$ cat src/rtl/adau_pkg.sv
// Shared definitions for the ADAU codec audio path: the default sample width,
// the stereo frame type and the I2S receive deserializer states.
package adau_pkg;

  localparam int ADAU_SAMPLE_W = 24;

  // Stereo frame as stored in the receive FIFO: {left, right}.
  typedef logic [2*ADAU_SAMPLE_W-1:0] adau_frame_t;

  typedef enum logic [1:0] {
    IDLE,
    LEFT,
    RIGHT
  } rx_state_e;

endpackage

$ cat src/rtl/sync_fifo.sv
// Single-clock show-ahead FIFO: rdata always presents the head entry and holds
// its last value when the FIFO runs empty. Push and pop may share a cycle, even when full.
module sync_fifo #(
  parameter int WIDTH = 48,
  parameter int DEPTH = 8
) (
  input  logic                     clk,
  input  logic                     resetn,
  input  logic                     push,
  input  logic [WIDTH-1:0]         wdata,
  input  logic                     pop,
  output logic [WIDTH-1:0]         rdata,
  output logic [$clog2(DEPTH):0]   level,
  output logic                     full,
  output logic                     empty
);

  localparam int AW = $clog2(DEPTH);
  localparam logic [AW:0] FULL_LEVEL = (AW+1)'(DEPTH);
  localparam logic [AW:0] ONE_LEVEL  = (AW+1)'(1);

  logic [WIDTH-1:0] mem [DEPTH];
  logic [AW-1:0]    wr_ptr;
  logic [AW-1:0]    rd_ptr;
  logic [AW-1:0]    rd_ptr_inc;
  logic             pop_eff;
  logic             push_eff;

  assign empty      = (level == '0);
  assign full       = (level == FULL_LEVEL);
  assign rd_ptr_inc = rd_ptr + 1'b1;
  assign pop_eff    = pop & ~empty;
  // A full FIFO still accepts a write when the head leaves in the same cycle.
  assign push_eff   = push & (~full | pop_eff);

  // NOTE: storage has no reset; the registered rdata hides stale entries, so
  // clearing the array would only cost reset fan-out.
  always_ff @(posedge clk) begin
    if (push_eff) mem[wr_ptr] <= wdata;
  end

  // NOTE: sequential state uses non-blocking assignments so every register
  // samples the pre-edge values regardless of statement order.
  always_ff @(posedge clk) begin
    if (!resetn) begin
      wr_ptr <= '0;
      rd_ptr <= '0;
      level  <= '0;
      rdata  <= '0;
    end else begin
      if (push_eff) wr_ptr <= wr_ptr + 1'b1;
      if (pop_eff)  rd_ptr <= rd_ptr_inc;

      case ({push_eff, pop_eff})
        2'b10:   level <= level + 1'b1;
        2'b01:   level <= level - 1'b1;
        default: level <= level;
      endcase

      // Keep the head register in step with the entry at rd_ptr after this edge.
      if (empty) begin
        if (push_eff) rdata <= wdata;
      end else if (pop_eff) begin
        if (level != ONE_LEVEL) rdata <= mem[rd_ptr_inc];
        else if (push_eff)      rdata <= wdata;
      end
    end
  end

endmodule

$ cat src/rtl/adau_i2s_rx.sv
// I2S receiver for the ADAU ADC data pin: synchronizes bclk/lrclk/sdata into clk,
// deserializes stereo frames and queues them. Define ADAU_RX_DROP_CNT_EN for drop_cnt.
module adau_i2s_rx
  import adau_pkg::*;
#(
  parameter int SAMPLE_W   = ADAU_SAMPLE_W,
  parameter int FIFO_DEPTH = 8
) (
  input  logic                          clk,
  input  logic                          resetn,
  input  logic                          bclk,
  input  logic                          lrclk,
  input  logic                          sdata,
  input  logic                          enable,
  output logic [2*SAMPLE_W-1:0]         rx_data,
  output logic                          rx_valid,
  input  logic                          rx_ready,
  output logic [$clog2(FIFO_DEPTH):0]   rx_level,
  output logic                          overflow,
  input  logic                          overflow_clr
`ifdef ADAU_RX_DROP_CNT_EN
  ,
  output logic [15:0]                   drop_cnt
`endif
);

  localparam logic [4:0] LAST_BIT = 5'(SAMPLE_W);
  localparam logic [4:0] CNT_MAX  = 5'd31;

  logic [1:0]          bclk_sync;
  logic [1:0]          lrclk_sync;
  logic [1:0]          sdata_sync;
  logic                bclk_d;
  logic                bclk_rise;
  logic                lr;
  logic                sd;

  logic                lrclk_prev;
  logic [4:0]          bit_cnt;
  logic [4:0]          bit_cnt_inc;
  logic                lr_edge;
  logic                bit_tick;
  logic                slot_full;
  logic                word_done;
  logic [SAMPLE_W-2:0] shift_reg;
  logic [SAMPLE_W-1:0] word;

  rx_state_e           state;
  rx_state_e           state_next;
  logic                frame_ok;
  logic                frame_ok_next;
  logic                latch_left;
  logic                push_next;
  logic                push_q;
  logic [SAMPLE_W-1:0] left_word;
  logic [2*SAMPLE_W-1:0] frame_q;

  logic                fifo_full;
  logic                fifo_empty;
  logic                pop;
  logic                drop;

  always_ff @(posedge clk) begin
    if (!resetn) begin
      bclk_sync  <= '0;
      lrclk_sync <= '0;
      sdata_sync <= '0;
      bclk_d     <= 1'b0;
    end else begin
      bclk_sync  <= {bclk_sync[0], bclk};
      lrclk_sync <= {lrclk_sync[0], lrclk};
      sdata_sync <= {sdata_sync[0], sdata};
      bclk_d     <= bclk_sync[1];
    end
  end

  assign bclk_rise = bclk_sync[1] & ~bclk_d;
  assign lr        = lrclk_sync[1];
  assign sd        = sdata_sync[1];

  // The bit right after an lrclk change is the I2S delay slot and carries no data.
  assign lr_edge     = bclk_rise & (lr != lrclk_prev);
  assign bit_tick    = bclk_rise & (lr == lrclk_prev);
  assign bit_cnt_inc = (bit_cnt == CNT_MAX) ? bit_cnt : bit_cnt + 5'd1;
  assign slot_full   = (bit_cnt >= LAST_BIT);
  assign word_done   = bit_tick & (bit_cnt_inc == LAST_BIT);
  assign word        = {shift_reg, sd};

  always_ff @(posedge clk) begin
    if (!resetn) begin
      lrclk_prev <= 1'b0;
      bit_cnt    <= '0;
      shift_reg  <= '0;
    end else if (bclk_rise) begin
      lrclk_prev <= lr;
      if (lr_edge) begin
        bit_cnt <= '0;
      end else begin
        bit_cnt <= bit_cnt_inc;
        if (bit_cnt_inc <= LAST_BIT) shift_reg <= word[SAMPLE_W-2:0];
      end
    end
  end

  // NOTE: every output of this block gets a default first so no path leaves a
  // signal unassigned, which would otherwise infer a latch.
  always_comb begin
    state_next    = state;
    frame_ok_next = frame_ok;
    latch_left    = 1'b0;
    push_next     = 1'b0;
    if (!enable) begin
      state_next    = IDLE;
      frame_ok_next = 1'b0;
    end else begin
      unique case (state)
        IDLE: begin
          if (lr_edge && !lr) state_next = LEFT;
        end
        LEFT: begin
          if (lr_edge) begin
            state_next = lr ? RIGHT : LEFT;
            if (!slot_full) frame_ok_next = 1'b0;
          end else if (word_done) begin
            latch_left    = 1'b1;
            frame_ok_next = 1'b1;
          end
        end
        RIGHT: begin
          if (lr_edge) begin
            state_next = lr ? RIGHT : LEFT;
            if (!slot_full) frame_ok_next = 1'b0;
          end else if (word_done) begin
            push_next     = frame_ok;
            frame_ok_next = 1'b0;
          end
        end
        default: state_next = IDLE;
      endcase
    end
  end

  always_ff @(posedge clk) begin
    if (!resetn) begin
      state     <= IDLE;
      frame_ok  <= 1'b0;
      push_q    <= 1'b0;
      left_word <= '0;
      frame_q   <= '0;
    end else begin
      state    <= state_next;
      frame_ok <= frame_ok_next;
      push_q   <= push_next;
      if (latch_left) left_word <= word;
      if (push_next)  frame_q   <= {left_word, word};
    end
  end

  assign rx_valid = ~fifo_empty;
  assign pop      = rx_valid & rx_ready;
  assign drop     = push_q & fifo_full & ~pop;

  sync_fifo #(
    .WIDTH (2*SAMPLE_W),
    .DEPTH (FIFO_DEPTH)
  ) u_fifo (
    .clk    (clk),
    .resetn (resetn),
    .push   (push_q),
    .wdata  (frame_q),
    .pop    (pop),
    .rdata  (rx_data),
    .level  (rx_level),
    .full   (fifo_full),
    .empty  (fifo_empty)
  );

  // A drop in the same cycle as a clear keeps the flag set.
  always_ff @(posedge clk) begin
    if (!resetn)           overflow <= 1'b0;
    else if (drop)         overflow <= 1'b1;
    else if (overflow_clr) overflow <= 1'b0;
  end

`ifdef ADAU_RX_DROP_CNT_EN
  always_ff @(posedge clk) begin
    if (!resetn)                        drop_cnt <= '0;
    else if (overflow_clr)              drop_cnt <= {15'd0, drop};
    else if (drop && drop_cnt != '1)    drop_cnt <= drop_cnt + 16'd1;
  end
`endif

endmodule

$ cat config.mk
export PLATFORM = sky130hd
export DESIGN_NAME = adau_i2s_rx
export DESIGN_NICKNAME = d
export VERILOG_FILES = /design/src/rtl/adau_pkg.sv /design/src/rtl/sync_fifo.sv /design/src/rtl/adau_i2s_rx.sv
export SDC_FILE = /design/constraint.sdc
export NUM_CORES = 1
export LEC_CHECK = 0
export CELL_PAD_IN_SITES_DETAIL_PLACEMENT = 1
export CELL_PAD_IN_SITES_GLOBAL_PLACEMENT = 1
export CORE_AREA = 3 3 214 216
export CTS_BUF_LIST = sky130_fd_sc_hd__clkbuf_8
export DETAILED_ROUTE_END_ITERATION = 8
export DIE_AREA = 0 0 217 219
export GPL_ROUTABILITY_DRIVEN = 1
export PLACE_DENSITY = 0.82
export SYNTH_ARGS = -nofsm -noshare
export SYNTH_HDL_FRONTEND = slang
export SYNTH_SLANG_ARGS = --single-unit
$ cat constraint.sdc
create_clock -name clk -period 6.6 [get_ports clk]
set_input_delay 0.99 -clock clk [delete_from_list [all_inputs] [get_ports clk]]
set_output_delay 0.99 -clock clk [all_outputs]
set_load 0.02 [all_outputs]
Word-level counts from Yosys, hierarchy flattened
Memories as Yosys holds them, arrays and structs flattened.
Index checks and enable logic that the tools add are counted.
{"block": "totals", "reg_bits": 171, "latch_bits": 0, "mem_bits_rw": 384, "romBits": 0, "in_bits": 8, "out_inout_bits": 54, "wordCells": 96, "memories": 1}
{"name": "u_fifo.mem", "depth": 8, "word_bits": 48, "rd": 1, "rd_ports_with_merged_regs": 0, "write_ports": 1, "line": "sync_fifo.sv:22", "rtl": "logic [WIDTH-1:0] mem [DEPTH];"}
{"block": "op_classes", "add_sub_neg": 5, "n_mul": 0, "div": 0, "magnitude_cmp": 2, "n_eq_ne": 14, "shifts": 0, "n_mux": 29, "n_bitwise": 15, "reduce_logical": 13}
{"op": "48-bit 2-to-1 mux", "count": 4}
{"op": "1-bit 2-to-1 mux", "count": 17}
{"op": "5-bit equality test, second input constant", "count": 2}
{"op": "5-bit 2-to-1 mux", "count": 2}
{"op": "1-bit AND", "count": 9}
{"op": "4-bit one-hot mux with 2 select lines", "count": 1}
{"op": "2-bit nonzero test", "count": 4}
{"op": "3-bit by 1-bit adder with 3-bit output, second input constant", "count": 2}
{"op": "2-bit 2-to-1 mux", "count": 3}
{"op": "3-bit != test, second input constant", "count": 2}
{"op": "3-bit AND reduction", "count": 2}
{"op": "5-bit by 1-bit adder with 5-bit output, second input constant", "count": 1}
{"op": "5-bit >= comparator, second input constant", "count": 1}
{"op": "5-bit <= comparator, second input constant", "count": 1}
{"op": "1-bit inverter", "count": 5}
{"op": "4-bit by 1-bit adder with 4-bit output, second input constant", "count": 1}
{"op": "2-bit by 1-bit equality test with 1-bit output, second input constant", "count": 2}
{"op": "2-bit equality test, second input constant", "count": 2}
{"op": "4-bit equality test, second input constant", "count": 1}
{"op": "4-bit zero test", "count": 1}
{"op": "4-bit by 1-bit != test with 1-bit output, second input constant", "count": 1}
{"op": "2-bit one-hot mux with 2 select lines", "count": 1}
{"op": "2-bit AND reduction", "count": 2}
{"op": "4-bit by 1-bit subtractor with 4-bit output, second input constant", "count": 1}
{"op": "10 further kinds", "count": 10}

Depth between registers and ports, before layout
{"block": "logic_depth", "word_depth": 10, "depth_mapped": 12, "depth_no_buf": 10}

By module
From an unflattened synthesis, not the netlist that was laid out.
{"block": "unflattened", "hier_cells": 1174, "area_unflattened_um2": 20858.8}
{"module": "sync_fifo", "n_inst": 1, "cells_per_inst": 759, "area_per_inst_um2": 16567.1, "seq_area_each_um2": 12692.2}
{"module": "adau_i2s_rx", "n_inst": 1, "cells_per_inst": 415, "area_per_inst_um2": 4291.6, "seq_area_each_um2": 2262.2}

Worst setup path before layout
No wires, ideal clock.
{"block": "synth_path", "path_type": "input-to-reg", "from": "input port rx_ready", "to": "memory u_fifo.mem[0][0] (enable)", "setup_time_ns": 0.573, "arrival_time_ns": 6.276, "t_required_ns": 6.027, "slack_ns": -0.249, "stages": 6, "n_path_buf": 2, "path_cell_list": "and4bb_2 nor2b_1 buf_2 inv_2 buf_2 nor4_1"}
{"block": "synth_between", "elab_chain_cells": 6}
{"element": "start: declaration", "line": "adau_i2s_rx.sv:17", "rtl": "input logic rx_ready,"}
{"element": "1-bit AND", "line": "adau_i2s_rx.sv:160", "rtl": "assign pop = rx_valid & rx_ready;"}
{"element": "1-bit AND", "line": "sync_fifo.sv:32", "rtl": "assign pop_eff = pop & ~empty;"}
{"element": "1-bit bitwise OR", "line": "sync_fifo.sv:34", "rtl": "assign push_eff = push & (~full | pop_eff);"}
{"element": "1-bit AND", "line": "sync_fifo.sv:34"}
{"element": "1-bit 2-to-1 mux", "line": "sync_fifo.sv:39", "rtl": "if (push_eff) mem[wr_ptr] <= wdata;"}
{"element": "1-bit 2-to-1 mux (not written as such)", "line": "sync_fifo.sv:39"}
{"element": "end: declaration", "line": "sync_fifo.sv:22"}
No other way between the ends.

Worst setup path after layout
{"block": "layout_path", "from": "register u_fifo.level[0]", "to": "memory u_fifo.mem[3][6] (enable)"}
{"block": "layout_between", "elab_chain_cells": 8, "word_cells_on_any_way": 10, "cone_classes": "1 x eq/ne; 2 x mux; 6 x bitwise; 1 x reduce/logical"}
{"element": "start: declaration", "line": "sync_fifo.sv:13", "rtl": "output logic [$clog2(DEPTH):0] level,"}
{"element": "start signal: assignment", "line": "sync_fifo.sv:55", "rtl": "2'b10: level <= level + 1'b1;"}
{"element": "start signal: assignment", "line": "sync_fifo.sv:56", "rtl": "2'b01: level <= level - 1'b1;"}
{"element": "start signal: assignment", "line": "sync_fifo.sv:57", "rtl": "default: level <= level;"}
{"element": "4-bit zero test", "line": "sync_fifo.sv:29", "rtl": "assign empty = (level == '0);"}
{"element": "1-bit inverter", "line": "sync_fifo.sv:32, adau_i2s_rx.sv:159"}
{"element": "1-bit AND", "line": "adau_i2s_rx.sv:160"}
{"element": "1-bit AND", "line": "sync_fifo.sv:32"}
{"element": "1-bit bitwise OR (*)", "line": "sync_fifo.sv:34"}
{"element": "1-bit AND (*)", "line": "sync_fifo.sv:34"}
{"element": "1-bit 2-to-1 mux (*)", "line": "sync_fifo.sv:39"}
{"element": "1-bit 2-to-1 mux (not written as such) (*)", "line": "sync_fifo.sv:39"}
Mark *: on every way between the ends. The rest lies on a longest branch, timed or not.

==> impl_metrics.py <==
metrics = {
    "run_status": {
        "run_status": "finished, final reports clean",
    },
    "setup_path": {
        "rr_worst_depth": 8,
        "worst_ep_arrival_time_ns": 3.92,
        "setup.reg_to_reg.worst_slack_ns": 2.94,
        "cell_repeated_most_along_the_worst_path": "sky130_fd_sc_hd__buf_4",
        "endpoint_kind": "flop",
        "critical_path_class": "flop to flop",
        "critPathSlowestCell": "sky130_fd_sc_hd__buf_4",
        "critical_path_data_required_time_ns": 6.87,
        "critical-path-max-stage-delay_ns": 0.66,
        "worst_r2r_startpoint": "u_fifo.level[0]",
        "timing.critical_path.cells": "inv_1 -> ha_1 -> and4bb_2 -> nor2b_4 -> buf_4 -> nand2_1 -> nor2_4 -> buf_4",
        "critical_path.reg2reg.endpoint": "u_fifo.mem[3][6]",
        "critical_path.startpoint_type": "flop",
        "critPathMaxFanout": 34,
    },
    "grt": {
        "largest_net_degree_at_the_start_of_global_routing": 65,
        "grt_pass1_wl_um": 84900,
        "grt_antenna_before_repair": 0,
        "grt_overflow": 0,
        "grt_util_all_layers_pct": 23.5,
        "first_global_vias": 14300,
    },
    "layout": {
        "layout.filler_cells": 4207,
        "drive_gt1_share_pct": 17.3,
        "num-nets-final": 1522,
        "area.sequential_um2": 15000,
        "antenna-diode-count": 0,
        "top_regs": "u_fifo.mem (384), frame_q (48), u_fifo.rdata (48)",
        "finalInstanceArea_um2": 24400,
        "max_flop_register": "u_fifo.mem",
        "area_growth_syn_to_layout_pct": 13.7,
        "multi_input_comb_area_um2": 6180,
        "max_ffs_per_register": 384,
    },
    "floorplan": {
        "dieHeight_um": 219,
        "dieArea_um2": 47500,
        "fp-row-count": 77,
        "design.core.area_um2": 44100,
        "boundaryPins": 62,
        "start_util_pct": 48.7,
        "die_width_um": 217,
    },
    "detailed_routing": {
        "route.detailed.wl_per_inst_um": 25.3,
        "antenna_violating_nets_post_route": 0,
        "drt_drc_violations_left": 0,
        "drt_pre_antenna_iters": 5,
        "met3_wirelength_um": 3880,
        "top_signal_layer_used": "met4",
        "routed-via-count": 13000,
        "drt-met1-wl_um": 21300,
        "drt_wl_total_um": 54900,
        "routed-wl-met2_um": 27900,
        "drtIter0Drc": 978,
        "viasPerCell": 5.98,
    },
    "clocking": {
        "cts.hold.buffers_added": 0,
        "clock-root-buffer": "sky130_fd_sc_hd__clkbuf_8",
        "cts_inserted_buffers": 87,
        "clkSlewWorstSetupHoldPaths_ns": 0.06,
        "cts.sink_count": 555,
        "cts.repair.resized": 0,
        "cts.repair_timing.setup_buffer_count": 0,
        "insertion_delay_ns": 0.67,
        "buffers_from_clock_root_to_sink_at_most": 3,
        "tritoncts": "built",
        "htreeDepth": 3,
    },
    "logic_synthesis": {
        "synth_enable_flop_cells": 384,
        "synth-seq-area-share_pct": 69.6,
        "async_reset_ff_share_pct": 0,
        "synthDistinctLibCells": 50,
        "synth_seq_cells": 555,
        "post_synthesis_cell_area_um2": 21500,
        "dominantRegCellSynth": "sky130_fd_sc_hd__edfxtp_1",
        "syn_nets": 1430,
        "synth_warnings": 0,
        "synthesis.instances": 1410,
        "avg_cell_area_syn_um2": 15.2,
    },
    "timing": {
        "slew_headroom_pct": 22.8,
        "timing_hold_violations_final": 0,
        "tns_ns": 0,
        "maxSlewViolCount": 0,
        "timing.final.crit_share_pct": 55.4,
        "rsz0062_at_grt": "false",
        "final_critical_path_time_including_i_o_delays_and_setup_ns": 3.66,
        "max_clock_freq_ghz": 0.274,
        "clock_skew_ns": 0.0378,
        "worst_pin_slew_ns": 1.16,
        "finalSetupViolCount": 0,
    },
    "min_path": {
        "hold_path_stages": 1,
        "worstHoldPathType": "flop to flop",
        "min_delay_worst_endpoint": "lrclk_sync[1]",
        "hp-start": "lrclk_sync[0]",
    },
    "place": {
        "placement.io_buffers": 61,
        "finalWeightedCongestion": 0.750,
        "place.detailed.hpwl_um": 30100,
        "placement.cell_area_um2": 22700,
    },
    "power_and_ir_drop": {
        "power_leakage_nw": 8.91,
        "cellPowerDensity_nw_per_um2": 361,
        "vdd_drop_max_v": 0.000329,
    },
    "run": {
        "max-cap-violations": 0,
    },
}
==> cells in the final DEF, fill, tap and decap left out, drive strengths merged, types with 2 or more instances in the layout <==
master           n
clkbuf         100
nand3           54
o2111a           2
nand4b           2
clkdlybuf4s50   60
o21ai            3
mux2i           96
a32o            48
a31oi            2
clkinv          17
nor3             6
a21oi           59
and3             2
edfxtp         384
clkinvlp         2
xnor2            3
nor2b            3
mux4            96
inv             51
buf             30
nor2            24
and2            11
dfxtp          171
nand2          307
xor2             7
ha              12
o22ai            2
nand2b           4
==> per-stage QoR <==
| stage | setup slack [ns] | instances | hold slack, ns | util, % | power, mW |
|---|---|---|---|---|---|
| after floorplan | 1.02 | 1410 | 0.412 | - | 5.34 |
| after global placement | 2.51 | 2005 | 0.417 | 51.6 | 6.00 |
| after detailed placement | 2.34 | 2005 | 0.427 | 51.6 | 6.09 |
| after CTS | 2.96 | 2167 | 0.442 | 55.4 | 8.89 |
| after global routing | 2.77 | 2167 | 0.462 | 55.4 | 9.22 |
| final | 2.94 | 2167 | 0.438 | 55.4 | 8.81 |
==> cells in the mapped netlist, types with 2 or more instances <==
| cell | n | area share [%] |
|---|---|---|
| sky130_fd_sc_hd__a21oi_1 | 59 | 1.4 |
| sky130_fd_sc_hd__nand2_1 | 307 | 5.4 |
| sky130_fd_sc_hd__clkbuf_1 | 37 | 0.65 |
| sky130_fd_sc_hd__nand2b_1 | 4 | 0.12 |
| sky130_fd_sc_hd__o21ai_0 | 3 | 0.070 |
| sky130_fd_sc_hd__ha_1 | 12 | 0.70 |
| sky130_fd_sc_hd__dfxtp_1 | 171 | 16 |
| sky130_fd_sc_hd__nor3_1 | 6 | 0.14 |
| sky130_fd_sc_hd__a31oi_1 | 2 | 0.058 |
| sky130_fd_sc_hd__nor2_1 | 23 | 0.40 |
| sky130_fd_sc_hd__and3_4 | 2 | 0.10 |
| sky130_fd_sc_hd__xor2_1 | 7 | 0.29 |
| sky130_fd_sc_hd__mux2i_1 | 96 | 4.5 |
| sky130_fd_sc_hd__buf_6 | 6 | 0.31 |
| sky130_fd_sc_hd__mux4_2 | 96 | 10 |
| sky130_fd_sc_hd__inv_1 | 8 | 0.14 |
| sky130_fd_sc_hd__xnor2_1 | 3 | 0.12 |
| sky130_fd_sc_hd__buf_1 | 5 | 0.087 |
| sky130_fd_sc_hd__a32o_1 | 48 | 2.2 |
| sky130_fd_sc_hd__nand3_1 | 54 | 1.3 |
| sky130_fd_sc_hd__and2_1 | 10 | 0.29 |
| sky130_fd_sc_hd__nand4b_1 | 2 | 0.082 |
| sky130_fd_sc_hd__buf_2 | 36 | 0.84 |
| sky130_fd_sc_hd__edfxtp_1 | 384 | 54 |
| sky130_fd_sc_hd__buf_12 | 2 | 0.19 |
| sky130_fd_sc_hd__nor2b_1 | 3 | 0.087 |
==> kinds of logic (layout without fill, tap and decap cells) <==
family,Yosys count,in the layout,synth area share (%)
AO/OA/AOI/OAI,125,125,4.30
XOR/XNOR,10,10,0.408
adder cells (fa/ha/maj),12,12,0.699
buffers and inverters,96,261,2.27
flip-flops,555,555,69.6
multiplexers,192,192,14.5
AND/OR/NAND/NOR,420,420,8.19
==> critical path: cells and delay by family (launching register included) <==
family                   cells  cell delay (ns)
adder cells (fa/ha/maj)      1             0.31
AND/OR/NAND/NOR              4             1.28
buffers and inverters        3             1.15
flip-flops                   1             0.48
==> worst max path at each step <==
stage	cells after the start	startpoint	slack (ns)	endpoint
3_3_place_gp	7	rx_ready	2.51	u_fifo.mem[3][18]
4_1_cts	8	u_fifo.level[0]	2.96	u_fifo.mem[3][24]
5_1_grt	8	u_fifo.level[0]	2.77	u_fifo.mem[3][16]
3_5_place_dp	7	rx_ready	2.34	u_fifo.mem[3][14]
6_report	8	u_fifo.level[0]	2.94	u_fifo.mem[3][6]
2_1_floorplan	6	rx_ready	1.02	u_fifo.mem[1][0]
==> area by class of cell <==
class | count | area share [%]
Sequential cell | 555 | 61.2
Multi-Input combinational cell | 759 | 25.3
Clock buffer | 100 | 5.63
Timing Repair Buffer | 90 | 3.42
Tap cell | 592 | 3.03
Clock inverter | 62 | 1.23
Inverter | 9 | 0.138
==> routing by layer <==
layer,up-vias,GRT usage [%]
met5,-,0
met4,0,9.37
met3,127,4.47
met2,506,40.4
met1,6818,29.5
li1,5512,-
==> power breakdown <==
| part | internal [mW] | switching (mW) | leakage [nW] |
|---|---|---|---|
| logic | 0.837 | 1.18 | 2.12 |
| clock network | 1.43 | 1.36 | 1.01 |
| registers | 3.84 | 0.158 | 5.78 |
| total | 6.11 | 2.70 | 8.91 |
Power figures use the tool's default switching activity.
